### config.mk
export PLATFORM = sky130hd
export DESIGN_NAME = avmm_cmd_master_flat
export DESIGN_NICKNAME = d
export VERILOG_FILES = /design/src/rtl/avmm_cmd_master_if.sv /design/src/rtl/avmm_cmd_master.sv /design/src/flat_wrapper.sv
export SDC_FILE = /design/constraint.sdc
export NUM_CORES = 1
export LEC_CHECK = 0
export BUFFER_PORTS_ARGS = -buffer_cell sky130_fd_sc_hd__buf_2
export CORE_MARGIN = 2
export CORE_UTILIZATION = 55
export DETAILED_ROUTE_END_ITERATION = 12
export MAX_ROUTING_LAYER = met4
export PLACE_DENSITY = 0.8
export SETUP_SLACK_MARGIN = 0.5
export SYNTH_ARGS = -nofsm -noshare
export SYNTH_HDL_FRONTEND = slang
export SYNTH_SLANG_ARGS = --single-unit
### constraint.sdc
create_clock -name clk_100_clk -period 3.06 [get_ports clk_100_clk]
set_input_delay 0.918 -clock clk_100_clk [delete_from_list [all_inputs] [get_ports clk_100_clk]]
set_output_delay 0.918 -clock clk_100_clk [all_outputs]
set_load 0.005 [all_outputs]
### src/rtl/avmm_cmd_master_if.sv
// Command/response handshake and Avalon-MM master signals of avmm_cmd_master.
// The master modport is the block itself; the slave modport is its environment.
interface avmm_cmd_master_if;
  logic        cmd_valid;
  logic        cmd_ready;
  logic [1:0]  cmd_op;
  logic [20:0] cmd_addr;
  logic [31:0] cmd_data;
  logic [31:0] cmd_mask;
  logic        rsp_valid;
  logic        rsp_ready;
  logic [31:0] rsp_data;
  logic [1:0]  rsp_status;
  logic [20:0] avm_address;
  logic        avm_read;
  logic        avm_write;
  logic [31:0] avm_writedata;
  logic [3:0]  avm_byteenable;
  logic        avm_burstcount;
  logic        avm_debugaccess;
  logic        avm_waitrequest;
  logic [31:0] avm_readdata;
  logic        avm_readdatavalid;

  modport master (
    input  cmd_valid, cmd_op, cmd_addr, cmd_data, cmd_mask, rsp_ready,
           avm_waitrequest, avm_readdata, avm_readdatavalid,
    output cmd_ready, rsp_valid, rsp_data, rsp_status, avm_address, avm_read,
           avm_write, avm_writedata, avm_byteenable, avm_burstcount, avm_debugaccess
  );

  modport slave (
    output cmd_valid, cmd_op, cmd_addr, cmd_data, cmd_mask, rsp_ready,
           avm_waitrequest, avm_readdata, avm_readdatavalid,
    input  cmd_ready, rsp_valid, rsp_data, rsp_status, avm_address, avm_read,
           avm_write, avm_writedata, avm_byteenable, avm_burstcount, avm_debugaccess
  );
endinterface

### src/rtl/avmm_cmd_master.sv
// Command-driven Avalon-MM master: write, read, read-modify-write and poll-until-match,
// with per-phase timeout and exactly one response per accepted command.
module avmm_cmd_master #(
  parameter int TIMEOUT_CYCLES = 1024,
  parameter int POLL_MAX       = 255,
  parameter int POLL_GAP       = 16
) (
  input  logic              clk_100_clk,
  input  logic              reset_100_reset_n,
  avmm_cmd_master_if.master bus
);
  localparam logic [2:0] S_IDLE    = 3'd0;
  localparam logic [2:0] S_RD_REQ  = 3'd1;
  localparam logic [2:0] S_RD_WAIT = 3'd2;
  localparam logic [2:0] S_WR_REQ  = 3'd3;
  localparam logic [2:0] S_GAP     = 3'd4;
  localparam logic [2:0] S_RSP     = 3'd5;

  localparam logic [1:0] OP_WR   = 2'd0;
  localparam logic [1:0] OP_RD   = 2'd1;
  localparam logic [1:0] OP_RMW  = 2'd2;
  localparam logic [1:0] OP_POLL = 2'd3;

  localparam logic [1:0] ST_OK  = 2'd0;
  localparam logic [1:0] ST_TO  = 2'd1;
  localparam logic [1:0] ST_EXH = 2'd2;

  // One bit wider than the counters so the +1 compare cannot wrap.
  localparam logic [16:0] TO_LIM   = 17'(TIMEOUT_CYCLES);
  localparam logic [8:0]  POLL_LIM = 9'(POLL_MAX);
  localparam logic [8:0]  GAP_LIM  = 9'(POLL_GAP);

  function automatic logic [31:0] rmw_merge(input logic [31:0] rd, input logic [31:0] nb,
                                            input logic [31:0] mask);
    return (rd & ~mask) | (nb & mask);
  endfunction

  function automatic logic poll_match(input logic [31:0] rd, input logic [31:0] exp_v,
                                      input logic [31:0] mask);
    return (rd & mask) == (exp_v & mask);
  endfunction

  logic [2:0]  state_q, state_d;
  logic [1:0]  op_q, op_d;
  logic [31:0] data_q, data_d;
  logic [31:0] mask_q, mask_d;
  logic [31:0] rd_q, rd_d;
  logic [15:0] phase_q, phase_d;
  logic [7:0]  poll_q, poll_d;
  logic [7:0]  gap_q, gap_d;
  logic [20:0] avm_address_q, avm_address_d;
  logic        avm_read_q, avm_read_d;
  logic        avm_write_q, avm_write_d;
  logic [31:0] avm_writedata_q, avm_writedata_d;
  logic        rsp_valid_q, rsp_valid_d;
  logic [31:0] rsp_data_q, rsp_data_d;
  logic [1:0]  rsp_status_q, rsp_status_d;
  logic        phase_done_s;
  logic        abort_s;

  assign phase_done_s = ({1'b0, phase_q} + 17'd1) >= TO_LIM;

  // Next-state and next-output computation for the command sequencer.
  always_comb begin
    state_d         = state_q;
    op_d            = op_q;
    data_d          = data_q;
    mask_d          = mask_q;
    rd_d            = rd_q;
    phase_d         = phase_q;
    poll_d          = poll_q;
    gap_d           = gap_q;
    avm_address_d   = avm_address_q;
    avm_read_d      = avm_read_q;
    avm_write_d     = avm_write_q;
    avm_writedata_d = avm_writedata_q;
    rsp_valid_d     = rsp_valid_q;
    rsp_data_d      = rsp_data_q;
    rsp_status_d    = rsp_status_q;
    abort_s         = 1'b0;

    case (state_q)
      S_IDLE: begin
        if (bus.cmd_valid) begin
          op_d          = bus.cmd_op;
          avm_address_d = bus.cmd_addr;
          data_d        = bus.cmd_data;
          mask_d        = bus.cmd_mask;
          rd_d          = 32'd0;
          poll_d        = 8'd0;
          phase_d       = 16'd0;
          if (bus.cmd_op == OP_WR) begin
            avm_write_d     = 1'b1;
            avm_writedata_d = bus.cmd_data;
            state_d         = S_WR_REQ;
          end else begin
            avm_read_d = 1'b1;
            state_d    = S_RD_REQ;
          end
        end else begin
          state_d = S_IDLE;
        end
      end
      S_RD_REQ: begin
        if (!bus.avm_waitrequest) begin
          avm_read_d = 1'b0;
          phase_d    = 16'd0;
          state_d    = S_RD_WAIT;
        end else if (phase_done_s) begin
          abort_s = 1'b1;
        end else begin
          phase_d = phase_q + 16'd1;
        end
      end
      S_RD_WAIT: begin
        if (bus.avm_readdatavalid) begin
          rd_d = bus.avm_readdata;
          case (op_q)
            OP_RMW: begin
              avm_writedata_d = rmw_merge(bus.avm_readdata, data_q, mask_q);
              avm_write_d     = 1'b1;
              phase_d         = 16'd0;
              state_d         = S_WR_REQ;
            end
            OP_POLL: begin
              if (poll_match(bus.avm_readdata, data_q, mask_q)) begin
                rsp_data_d   = bus.avm_readdata;
                rsp_status_d = ST_OK;
                state_d      = S_RSP;
              end else if (({1'b0, poll_q} + 9'd1) >= POLL_LIM) begin
                rsp_data_d   = bus.avm_readdata;
                rsp_status_d = ST_EXH;
                state_d      = S_RSP;
              end else begin
                poll_d  = poll_q + 8'd1;
                gap_d   = 8'd0;
                state_d = S_GAP;
              end
            end
            default: begin
              rsp_data_d   = bus.avm_readdata;
              rsp_status_d = ST_OK;
              state_d      = S_RSP;
            end
          endcase
        end else if (phase_done_s) begin
          abort_s = 1'b1;
        end else begin
          phase_d = phase_q + 16'd1;
        end
      end
      S_WR_REQ: begin
        if (!bus.avm_waitrequest) begin
          avm_write_d  = 1'b0;
          rsp_data_d   = (op_q == OP_RMW) ? rd_q : 32'd0;
          rsp_status_d = ST_OK;
          state_d      = S_RSP;
        end else if (phase_done_s) begin
          abort_s = 1'b1;
        end else begin
          phase_d = phase_q + 16'd1;
        end
      end
      S_GAP: begin
        if (({1'b0, gap_q} + 9'd1) >= GAP_LIM) begin
          avm_read_d = 1'b1;
          phase_d    = 16'd0;
          state_d    = S_RD_REQ;
        end else begin
          gap_d = gap_q + 8'd1;
        end
      end
      S_RSP: begin
        // rsp_valid rises the cycle after data/status settle, then holds until consumed.
        if (!rsp_valid_q) begin
          rsp_valid_d = 1'b1;
        end else if (bus.rsp_ready) begin
          rsp_valid_d = 1'b0;
          state_d     = S_IDLE;
        end else begin
          rsp_valid_d = 1'b1;
        end
      end
      default: begin
        state_d = S_IDLE;
      end
    endcase

    if (abort_s) begin
      avm_read_d   = 1'b0;
      avm_write_d  = 1'b0;
      rsp_status_d = ST_TO;
      rsp_data_d   = (state_q == S_WR_REQ && op_q == OP_RMW) ? rd_q : 32'd0;
      state_d      = S_RSP;
    end else begin
      rsp_status_d = rsp_status_d;
    end
  end

  // State, counters and all bus/response outputs are registered here.
  always_ff @(posedge clk_100_clk or negedge reset_100_reset_n) begin
    if (!reset_100_reset_n) begin
      state_q         <= S_IDLE;
      op_q            <= 2'd0;
      data_q          <= 32'd0;
      mask_q          <= 32'd0;
      rd_q            <= 32'd0;
      phase_q         <= 16'd0;
      poll_q          <= 8'd0;
      gap_q           <= 8'd0;
      avm_address_q   <= 21'd0;
      avm_read_q      <= 1'b0;
      avm_write_q     <= 1'b0;
      avm_writedata_q <= 32'd0;
      rsp_valid_q     <= 1'b0;
      rsp_data_q      <= 32'd0;
      rsp_status_q    <= 2'd0;
    end else begin
      state_q         <= state_d;
      op_q            <= op_d;
      data_q          <= data_d;
      mask_q          <= mask_d;
      rd_q            <= rd_d;
      phase_q         <= phase_d;
      poll_q          <= poll_d;
      gap_q           <= gap_d;
      avm_address_q   <= avm_address_d;
      avm_read_q      <= avm_read_d;
      avm_write_q     <= avm_write_d;
      avm_writedata_q <= avm_writedata_d;
      rsp_valid_q     <= rsp_valid_d;
      rsp_data_q      <= rsp_data_d;
      rsp_status_q    <= rsp_status_d;
    end
  end

  assign bus.cmd_ready       = (state_q == S_IDLE);
  assign bus.rsp_valid       = rsp_valid_q;
  assign bus.rsp_data        = rsp_data_q;
  assign bus.rsp_status      = rsp_status_q;
  assign bus.avm_address     = avm_address_q;
  assign bus.avm_read        = avm_read_q;
  assign bus.avm_write       = avm_write_q;
  assign bus.avm_writedata   = avm_writedata_q;
  assign bus.avm_byteenable  = 4'hF;
  assign bus.avm_burstcount  = 1'b1;
  assign bus.avm_debugaccess = 1'b0;
endmodule
### src/flat_wrapper.sv
// flat-port wrapper written by rule: the top's interface ports become plain ports
module avmm_cmd_master_flat 
#(
  parameter int TIMEOUT_CYCLES = 1024,
  parameter int POLL_MAX       = 255,
  parameter int POLL_GAP       = 16
)
  (clk_100_clk, reset_100_reset_n, bus_cmd_valid, bus_cmd_op, bus_cmd_addr, bus_cmd_data, bus_cmd_mask, bus_rsp_ready, bus_avm_waitrequest, bus_avm_readdata, bus_avm_readdatavalid, bus_cmd_ready, bus_rsp_valid, bus_rsp_data, bus_rsp_status, bus_avm_address, bus_avm_read, bus_avm_write, bus_avm_writedata, bus_avm_byteenable, bus_avm_burstcount, bus_avm_debugaccess);
  avmm_cmd_master_if bus_i ();
  input  logic clk_100_clk;
  input  logic reset_100_reset_n;
  input wire logic [$bits(bus_i.cmd_valid)-1:0] bus_cmd_valid;
  input wire logic [$bits(bus_i.cmd_op)-1:0] bus_cmd_op;
  input wire logic [$bits(bus_i.cmd_addr)-1:0] bus_cmd_addr;
  input wire logic [$bits(bus_i.cmd_data)-1:0] bus_cmd_data;
  input wire logic [$bits(bus_i.cmd_mask)-1:0] bus_cmd_mask;
  input wire logic [$bits(bus_i.rsp_ready)-1:0] bus_rsp_ready;
  input wire logic [$bits(bus_i.avm_waitrequest)-1:0] bus_avm_waitrequest;
  input wire logic [$bits(bus_i.avm_readdata)-1:0] bus_avm_readdata;
  input wire logic [$bits(bus_i.avm_readdatavalid)-1:0] bus_avm_readdatavalid;
  output wire logic [$bits(bus_i.cmd_ready)-1:0] bus_cmd_ready;
  output wire logic [$bits(bus_i.rsp_valid)-1:0] bus_rsp_valid;
  output wire logic [$bits(bus_i.rsp_data)-1:0] bus_rsp_data;
  output wire logic [$bits(bus_i.rsp_status)-1:0] bus_rsp_status;
  output wire logic [$bits(bus_i.avm_address)-1:0] bus_avm_address;
  output wire logic [$bits(bus_i.avm_read)-1:0] bus_avm_read;
  output wire logic [$bits(bus_i.avm_write)-1:0] bus_avm_write;
  output wire logic [$bits(bus_i.avm_writedata)-1:0] bus_avm_writedata;
  output wire logic [$bits(bus_i.avm_byteenable)-1:0] bus_avm_byteenable;
  output wire logic [$bits(bus_i.avm_burstcount)-1:0] bus_avm_burstcount;
  output wire logic [$bits(bus_i.avm_debugaccess)-1:0] bus_avm_debugaccess;
  assign bus_i.cmd_valid = bus_cmd_valid;
  assign bus_i.cmd_op = bus_cmd_op;
  assign bus_i.cmd_addr = bus_cmd_addr;
  assign bus_i.cmd_data = bus_cmd_data;
  assign bus_i.cmd_mask = bus_cmd_mask;
  assign bus_i.rsp_ready = bus_rsp_ready;
  assign bus_i.avm_waitrequest = bus_avm_waitrequest;
  assign bus_i.avm_readdata = bus_avm_readdata;
  assign bus_i.avm_readdatavalid = bus_avm_readdatavalid;
  assign bus_cmd_ready = bus_i.cmd_ready;
  assign bus_rsp_valid = bus_i.rsp_valid;
  assign bus_rsp_data = bus_i.rsp_data;
  assign bus_rsp_status = bus_i.rsp_status;
  assign bus_avm_address = bus_i.avm_address;
  assign bus_avm_read = bus_i.avm_read;
  assign bus_avm_write = bus_i.avm_write;
  assign bus_avm_writedata = bus_i.avm_writedata;
  assign bus_avm_byteenable = bus_i.avm_byteenable;
  assign bus_avm_burstcount = bus_i.avm_burstcount;
  assign bus_avm_debugaccess = bus_i.avm_debugaccess;
  avmm_cmd_master #(.TIMEOUT_CYCLES(TIMEOUT_CYCLES), .POLL_MAX(POLL_MAX), .POLL_GAP(POLL_GAP)) u_core (.clk_100_clk(clk_100_clk), .reset_100_reset_n(reset_100_reset_n), .bus(bus_i));
endmodule
==> flow_metrics.py, run 1 <==
metrics = {
    "outcome": {
        "status": "finished clean",
    },
    "timing": {
        "worstMarginPinSlew_ps": 716,
        "period_share_pct": 83.9,
        "hold_slack_ps": 420,
        "layout_setup_ws_ps": 493,
        "hold_viol": 0,
        "rsz0062_at_grt": "true",
        "setup-tns-final_ps": 0,
        "slew_headroom_pct": 52.1,
        "setup_viol": 0,
        "max_freq_mhz": 390,
        "slew_viol_final": 0,
        "finClkSkew_ps": 19.0,
        "period_needed_ps": 2570,
    },
    "global_routing": {
        "grt_util_all_layers_pct": 31.0,
        "grt_pass1_vias": 8947,
        "grt_first_pass_wirelength_mm": 48.2,
        "antenna_found_initial": 11,
        "grt-ovfl-total": 0,
        "grt_max_degree": 82,
    },
    "logic_synthesis": {
        "synth_cells": 1042,
        "synth.top_cell.area_share_pct": 51.9,
        "synthArstFlopShare_pct": 100,
        "synth_area_leaders": "dfrtp_1 52%, mux2_2 9.2%, nand2_1 6.2%, o21ai_0 3.4%, mux2i_1 3.3%",
        "synth_seq_cells": 223,
        "yosys_warnings": 0,
        "synth_edf_count": 0,
        "synth_seq_area_share_pct": 51.9,
        "synth_area_leader_cell": "dfrtp_1",
        "ys_types": 65,
        "yosysMostFrequentCell": "dfrtp_1",
        "syn_area_sq_mm": 0.0108,
        "synth_commonest_cells": "223 x dfrtp_1, 179 x nand2_1, 88 x mux2_2",
        "ys.flop_type": "dfrtp_1",
        "synth.avg_cell_area_sq_um": 10.3,
    },
    "drt": {
        "via_count": 9122,
        "drcViolationCount": 0,
        "firstDrtPassIters": 5,
        "wl_per_cell_um": 20.2,
        "drtIter0Drc": 657,
        "via_per_inst": 5.89,
        "ant_nets": 0,
        "drt-total-wl_mm": 31.3,
    },
    "critical_path": {
        "required_ps": 3460,
        "end_kind": "register",
        "r2r_cells": 8,
        "start_kind": "register",
        "crit_chain": "ha_4 > and3_4 > and3_4 > a211o_1 > and4_4 > or4_4 > and2_4 > mux2_4",
        "r2r_slack_ps": 490,
        "path_depth": 8,
        "worstSetupPathType": "register to register",
        "cp_max_fo": 6,
        "crit_family": "simple AND/OR/NAND/NOR gates",
        "critPathSlowestCell": "or4_4",
        "cpMostUsedCell": "and3_4",
        "crit_buf_inv": 0,
        "max_stage_delay_ps": 480,
        "rr_endpoint": "u_core.gap_q[1]",
        "critPathArrivalTime_ps": 2970,
        "r2r_start": "u_core.poll_q[1]",
    },
    "floorplan": {
        "fp.dieH_um": 144,
        "die-area_sq_mm": 0.0207,
        "core-area_sq_mm": 0.0193,
        "boundaryPins": 222,
        "rows": 51,
        "start_util_pct": 55.6,
        "die_w_um": 144,
    },
    "layout": {
        "post-route-cell-area_sq_mm": 0.0132,
        "syn_to_final_growth_pct": 23.0,
        "nets": 1390,
        "layout-drive-gt1-share_pct": 32.3,
    },
    "place": {
        "dp_hpwl_mm": 21.4,
        "gp_congestion": 0.917,
        "pre_cts_ws_ps": 16.2,
        "io_buffers": 215,
        "place_area_sq_mm": 0.0122,
    },
    "cts": {
        "clock-sinks": 223,
        "htreeDepth": 1,
        "cts_tree": "built",
        "cts_made_buffers": 25,
        "cts_buffer_depth": 3,
        "clkTransAtPathRegs_ps": 60,
        "root_buffer": "clkbuf_16",
        "worstSkewPairLatency_ps": 520,
    },
    "power_and_ir_drop": {
        "totalPowerFinal_w": 0.0130,
        "netSwitchingPower_w": 0.00474,
        "switching_share_pct": 36.5,
        "p_seq_share_pct": 40.7,
        "leakage_nw": 6.38,
        "ir_worst_vdd_mv": 0.591,
        "comb_power_share_pct": 37.5,
        "p_clk_share_pct": 21.8,
        "power_density_mw_per_mm2": 984,
        "p_int_w": 0.00826,
    },
    "run": {
        "max-cap-violations": 0,
    },
    "worst_hold_path": {
        "hold_class": "primary input to asynchronous set/reset pin",
    },
}
[cell families after synthesis]
group	after synthesis	synth area share [%]
AOI/OAI and AO/OA	206	12.3
xor gates and xnor gates	41	3.34
adders and majority gates	5	0.582
buffers and inverters	79	3.33
DFF	223	51.9
muxes	124	12.6
other	2	0.0698
and+or+nand+nor	362	15.9
[layout make-up]
cell class | instances | area (sq um)
antenna | 11 | 27.5
clock buffer | 36 | 707
clock inverter | 5 | 57.6
fill | 1490 | 6110
inverter | 9 | 33.8
multi-input combinational | 744 | 4930
sequential | 223 | 5580
tap | 265 | 332
timing repair buffer | 257 | 1550
[how the worst max path moves through the flow]
stage,start,endpoint,slack [ps]
2_1_floorplan,u_core.poll_q[0],u_core.bus.rsp_data[10],480
3_3_place_gp,bus_avm_readdata[21],u_core.gap_q[1],20
3_5_place_dp,bus_avm_readdata[21],u_core.gap_q[1],20
4_1_cts,u_core.poll_q[1],u_core.bus.rsp_data[27],510
5_1_grt,u_core.poll_q[0],u_core.bus.rsp_data[2],450
6_report,u_core.poll_q[1],u_core.gap_q[1],490
[power groups by stage]
| stage | combinational [W] | sequential, W | clock [W] |
|---|---|---|---|
| 3_3_place_gp | 0.00454 | 0.00521 | 0 |
| 6_report | 0.00488 | 0.00529 | 0.00284 |
| 3_5_place_dp | 0.00470 | 0.00528 | 0 |
| 4_1_cts | 0.00476 | 0.00524 | 0.00285 |
| 5_1_grt | 0.00535 | 0.00542 | 0.00298 |
| 2_1_floorplan | 0.00299 | 0.00505 | 0 |
[sequential cells by signal, summed over array words and instances, names as in the netlist, 3 cells and up]
register,count
u_core.mask_q,32
u_core.gap_q,8
u_core.bus.avm_address,21
u_core.data_q,32
u_core.phase_q,16
u_core.bus.avm_writedata,32
u_core.rd_q,32
u_core.poll_q,8
u_core.bus.rsp_data,32
u_core.state_q,3
[metal layers]
layer	up-vias	global-route usage [%]	share of wire, %
met5	-	-	0
met4	0	11.6	3.8
met3	73	6.76	8.3
met2	447	50.6	50
met1	4491	38.2	38
li1	4111	-	-
[stage by stage]
step                utilization [%]  instances
finish                         68.4       1550
global route                   68.4       1550
CTS                            67.4       1531
detailed placement             63.3       1488
global placement               63.3       1488
floorplan                         -       1046
[worst reg2reg max path, delay by kind of cell (launching register included)]
kind,cells,cell delay [ps]
simple gates,5,1210
flops,1,460
compound gates,1,300
fa+ha+maj,1,190
mux,1,280
[timing repair]
item,4_1_cts,5_1_grt
buffers inserted,2,6
gates resized for setup,6,15
cloned,0,2
setup endpoints to repair,36,76
hold buffers,0,0
pin swaps,1,3
[cell usage in the layout, fill, tap and decap left out, types with 3 or more instances in the layout]
| cell type | n |
|---|---|
| mux2i_1 | 34 |
| buf_2 | 214 |
| xor2_1 | 32 |
| a21oi_1 | 43 |
| dfrtp_2 | 3 |
| and3_1 | 39 |
| diode_2 | 11 |
| and2_1 | 4 |
| inv_1 | 8 |
| conb_1 | 6 |
| and2_4 | 3 |
| nand3_1 | 45 |
| o21ai_0 | 73 |
| buf_4 | 29 |
| o21a_1 | 4 |
| nand2b_1 | 5 |
| nor3_1 | 11 |
| o22a_1 | 32 |
| nor2b_1 | 7 |
| dfrtp_1 | 220 |
| o211ai_1 | 3 |
| nor3_2 | 3 |
| a21o_1 | 5 |
| clkbuf_8 | 4 |
| clkbuf_1 | 7 |
| a22oi_1 | 16 |
| mux2_2 | 88 |
| nand4_1 | 7 |
| nor2_1 | 32 |
| buf_12 | 8 |
| xnor2_1 | 9 |
| nor4_1 | 3 |
| nand3b_1 | 3 |
| o31ai_1 | 5 |
| clkbuf_16 | 27 |
| ha_1 | 3 |
| nand2_1 | 179 |
(Power assumes the default switching activity.)
==> run 2: changes to the inputs <==
- ABC_AREA: not set -> 1
- CORE_UTILIZATION: 55 -> 50
- PLACE_DENSITY: 0.8 -> 0.76
- clock period: 3.06 -> 2.3 ns (I/O delays scaled with it)
==> flow_metrics.py, run 2 <==
metrics = {
    "power_and_ir_drop": {
        "netSwitchingPower_w": 0.00916,
        "ir_worst_vdd_mv": 1.08,
        "power_density_mw_per_mm2": 1360,
        "p_seq_share_pct": 31.9,
        "switching_share_pct": 42.2,
        "totalPowerFinal_w": 0.0217,
        "leakage_nw": 7.89,
        "p_clk_share_pct": 19.1,
        "p_int_w": 0.0126,
        "comb_power_share_pct": 49.0,
    },
    "critical_path": {
        "cp_max_fo": 10,
        "required_ps": 2730,
        "max_stage_delay_ps": 400,
        "worstSetupPathType": "register to register",
        "end_kind": "register",
        "r2r_slack_ps": 160,
        "startpoint": "u_core.poll_q[0]",
        "critPathSlowestCell": "dfrtp_1",
        "crit_chain": "buf_6 > inv_2 > ha_4 > nor2_2 > nor2_1 > nor2_1 > nand3_1 > nor2_1 > a21oi_2 > nand3_2 > nand2_4 > nand2_8 > buf_12 > nand2_1 > nand2_1",
        "crit_buf_inv": 3,
        "cpMostUsedCell": "nor2_1",
        "r2r_start": "u_core.poll_q[0]",
        "critPathArrivalTime_ps": 2570,
        "crit_family": "simple AND/OR/NAND/NOR gates",
        "start_kind": "register",
    },
    "cts": {
        "cts_buffer_depth": 3,
        "root_buffer": "clkbuf_16",
        "htreeDepth": 1,
        "clock-sinks": 223,
        "worstSkewPairLatency_ps": 550,
        "postCtsHoldBufs": 0,
        "clkTransAtPathRegs_ps": 60,
        "cts_tree": "built",
        "cts_made_buffers": 25,
    },
    "layout": {
        "final_common_cell": "nand2_1",
        "regArea_sq_mm": 0.00559,
        "final_util_pct": 72.9,
        "mostFrequentLayoutCells": "553 x nand2_1, 219 x dfrtp_1, 214 x buf_2, 110 x inv_1, 90 x nand3_1",
        "syn_to_final_growth_pct": 42.4,
        "nets": 1918,
        "multiInputGateArea_sq_mm": 0.00594,
        "n_fill_cell": 1570,
        "layout-drive-gt1-share_pct": 35.0,
    },
    "logic_synthesis": {
        "syn_area_sq_mm": 0.0112,
        "ys.flop_type": "dfrtp_1",
        "synth_edf_count": 0,
        "yosys_warnings": 0,
        "synth_seq_cells": 223,
        "ys_types": 39,
        "synthArstFlopShare_pct": 100,
        "synth_cells": 1474,
        "synth_area_leaders": "dfrtp_1 50%, nand2_1 20%, nand3_1 5.3%, inv_1 4.0%, o21ai_0 3.9%",
        "synth.top_cell.area_share_pct": 49.8,
        "yosysMostFrequentCell": "nand2_1",
        "synth_area_leader_cell": "dfrtp_1",
        "synth_commonest_cells": "589 x nand2_1, 223 x dfrtp_1, 119 x nand3_1",
        "synth.avg_cell_area_sq_um": 7.60,
        "synth_seq_area_share_pct": 49.8,
    },
    "global_routing": {
        "grt_pass1_vias": 11000,
        "grt-ovfl-total": 0,
        "grt_max_degree": 85,
        "grt_util_all_layers_pct": 32.1,
        "antenna_found_initial": 6,
        "grt_first_pass_wirelength_mm": 58.6,
    },
    "floorplan": {
        "die-area_sq_mm": 0.0236,
        "start_util_pct": 51.2,
        "die_w_um": 154,
        "boundaryPins": 222,
        "core-area_sq_mm": 0.0219,
        "rows": 54,
        "fp.dieH_um": 154,
    },
    "drt": {
        "drtIter0Drc": 1032,
        "drcViolationCount": 0,
        "ant_nets": 0,
        "drt-total-wl_mm": 40.0,
        "via_per_inst": 5.55,
        "via_count": 11600,
        "firstDrtPassIters": 7,
        "wl_per_cell_um": 19.1,
    },
    "outcome": {
        "status": "finished clean",
    },
    "timing": {
        "layout_setup_ws_ps": 161,
        "hold_slack_ps": 43.9,
        "worstMarginPinSlew_ps": 510,
        "finClkSkew_ps": 14.8,
        "slew_viol_final": 0,
        "max_freq_mhz": 467,
        "setup_viol": 0,
        "period_needed_ps": 2140,
        "slew_headroom_pct": 66.0,
        "hold_viol": 0,
        "setup-tns-final_ps": 0,
        "rsz0062_at_grt": "true",
        "period_share_pct": 93.0,
    },
    "place": {
        "gp_congestion": 0.877,
        "dp_hpwl_mm": 22.2,
        "pre_cts_ws_ps": -55.9,
        "io_buffers": 215,
    },
    "run": {
        "max-cap-violations": 0,
    },
    "worst_hold_path": {
        "hold_class": "primary input to asynchronous set/reset pin",
    },
}
run 2: cell count changes in the layout (fill, tap and decap cells not counted), moves of 32 or more:
cell,delta
nand2_2,+34
buf_4,+42
inv_1,+102
and3_1,-39
o21ai_2,+41
nand3_1,+45
o22a_1,-32
a21oi_1,-39
mux2i_1,-34
nand2_1,+374
mux2_2,-88
nor2_4,+43
run 2: routing by layer:
layer  GRT usage [%]  wire [um]
met3            6.29       3870
met2            50.5      19000
met5               -          0
met1            40.8      15400
met4            13.8       1760
run 2: repair_timing:
action                     4_1_cts  5_1_grt
gates cloned                    15        7
setup buffers                   44       30
setup endpoints to repair      120      203
gates resized for setup        166      115
pin swaps                       31       29
run 2: logic make-up after synthesis:
kind of cell / synth area share (%)
buffers and inverters: 7.07
DFF: 49.8
and+or+nand+nor: 32.2
AOI/OAI and AO/OA: 9.23
adders and majority gates: 0.559
other: 0.0671
xor gates and xnor gates: 1.09
run 2: area by class of cell:
type	instances	share of cell area, %
diodes	7	0.110
repair buffers	347	17.0
inverters	123	3.13
clock buffers	35	4.53
flip-flops and latches	223	35.0
clock inverters	9	0.753
well taps	280	2.20
multi-input cells	1068	37.2
run 2: final timing paths:
check | to | depth (start not counted)
worst min register to register | u_core.bus.avm_address[8] | 2
max in group asynchronous | u_core.bus.avm_writedata[4] | 2
worst max register to register | u_core.bus.rsp_data[21] | 15
min in group clk_100_clk | u_core.mask_q[20] | 3
worst max-delay path | u_core.bus.rsp_data[21] | 15
worst min-delay path | u_core.phase_q[14] | 1
run 2: per-stage QoR:
stage	cell area, sq um	std cells
2_1_floorplan	11400	1478
3_3_place_gp	13000	1945
3_5_place_dp	13000	1945
4_1_cts	15100	2048
5_1_grt	15900	2091
6_report	15900	2092
run 2: power by group through the flow:
stage	combinational, W	clock [W]	sequential (W)
2_1_floorplan	0.00431	0	0.00659
3_3_place_gp	0.00666	0	0.00673
3_5_place_dp	0.00684	0	0.00678
4_1_cts	0.00902	0.00416	0.00682
5_1_grt	0.0114	0.00435	0.00707
6_report	0.0106	0.00415	0.00693
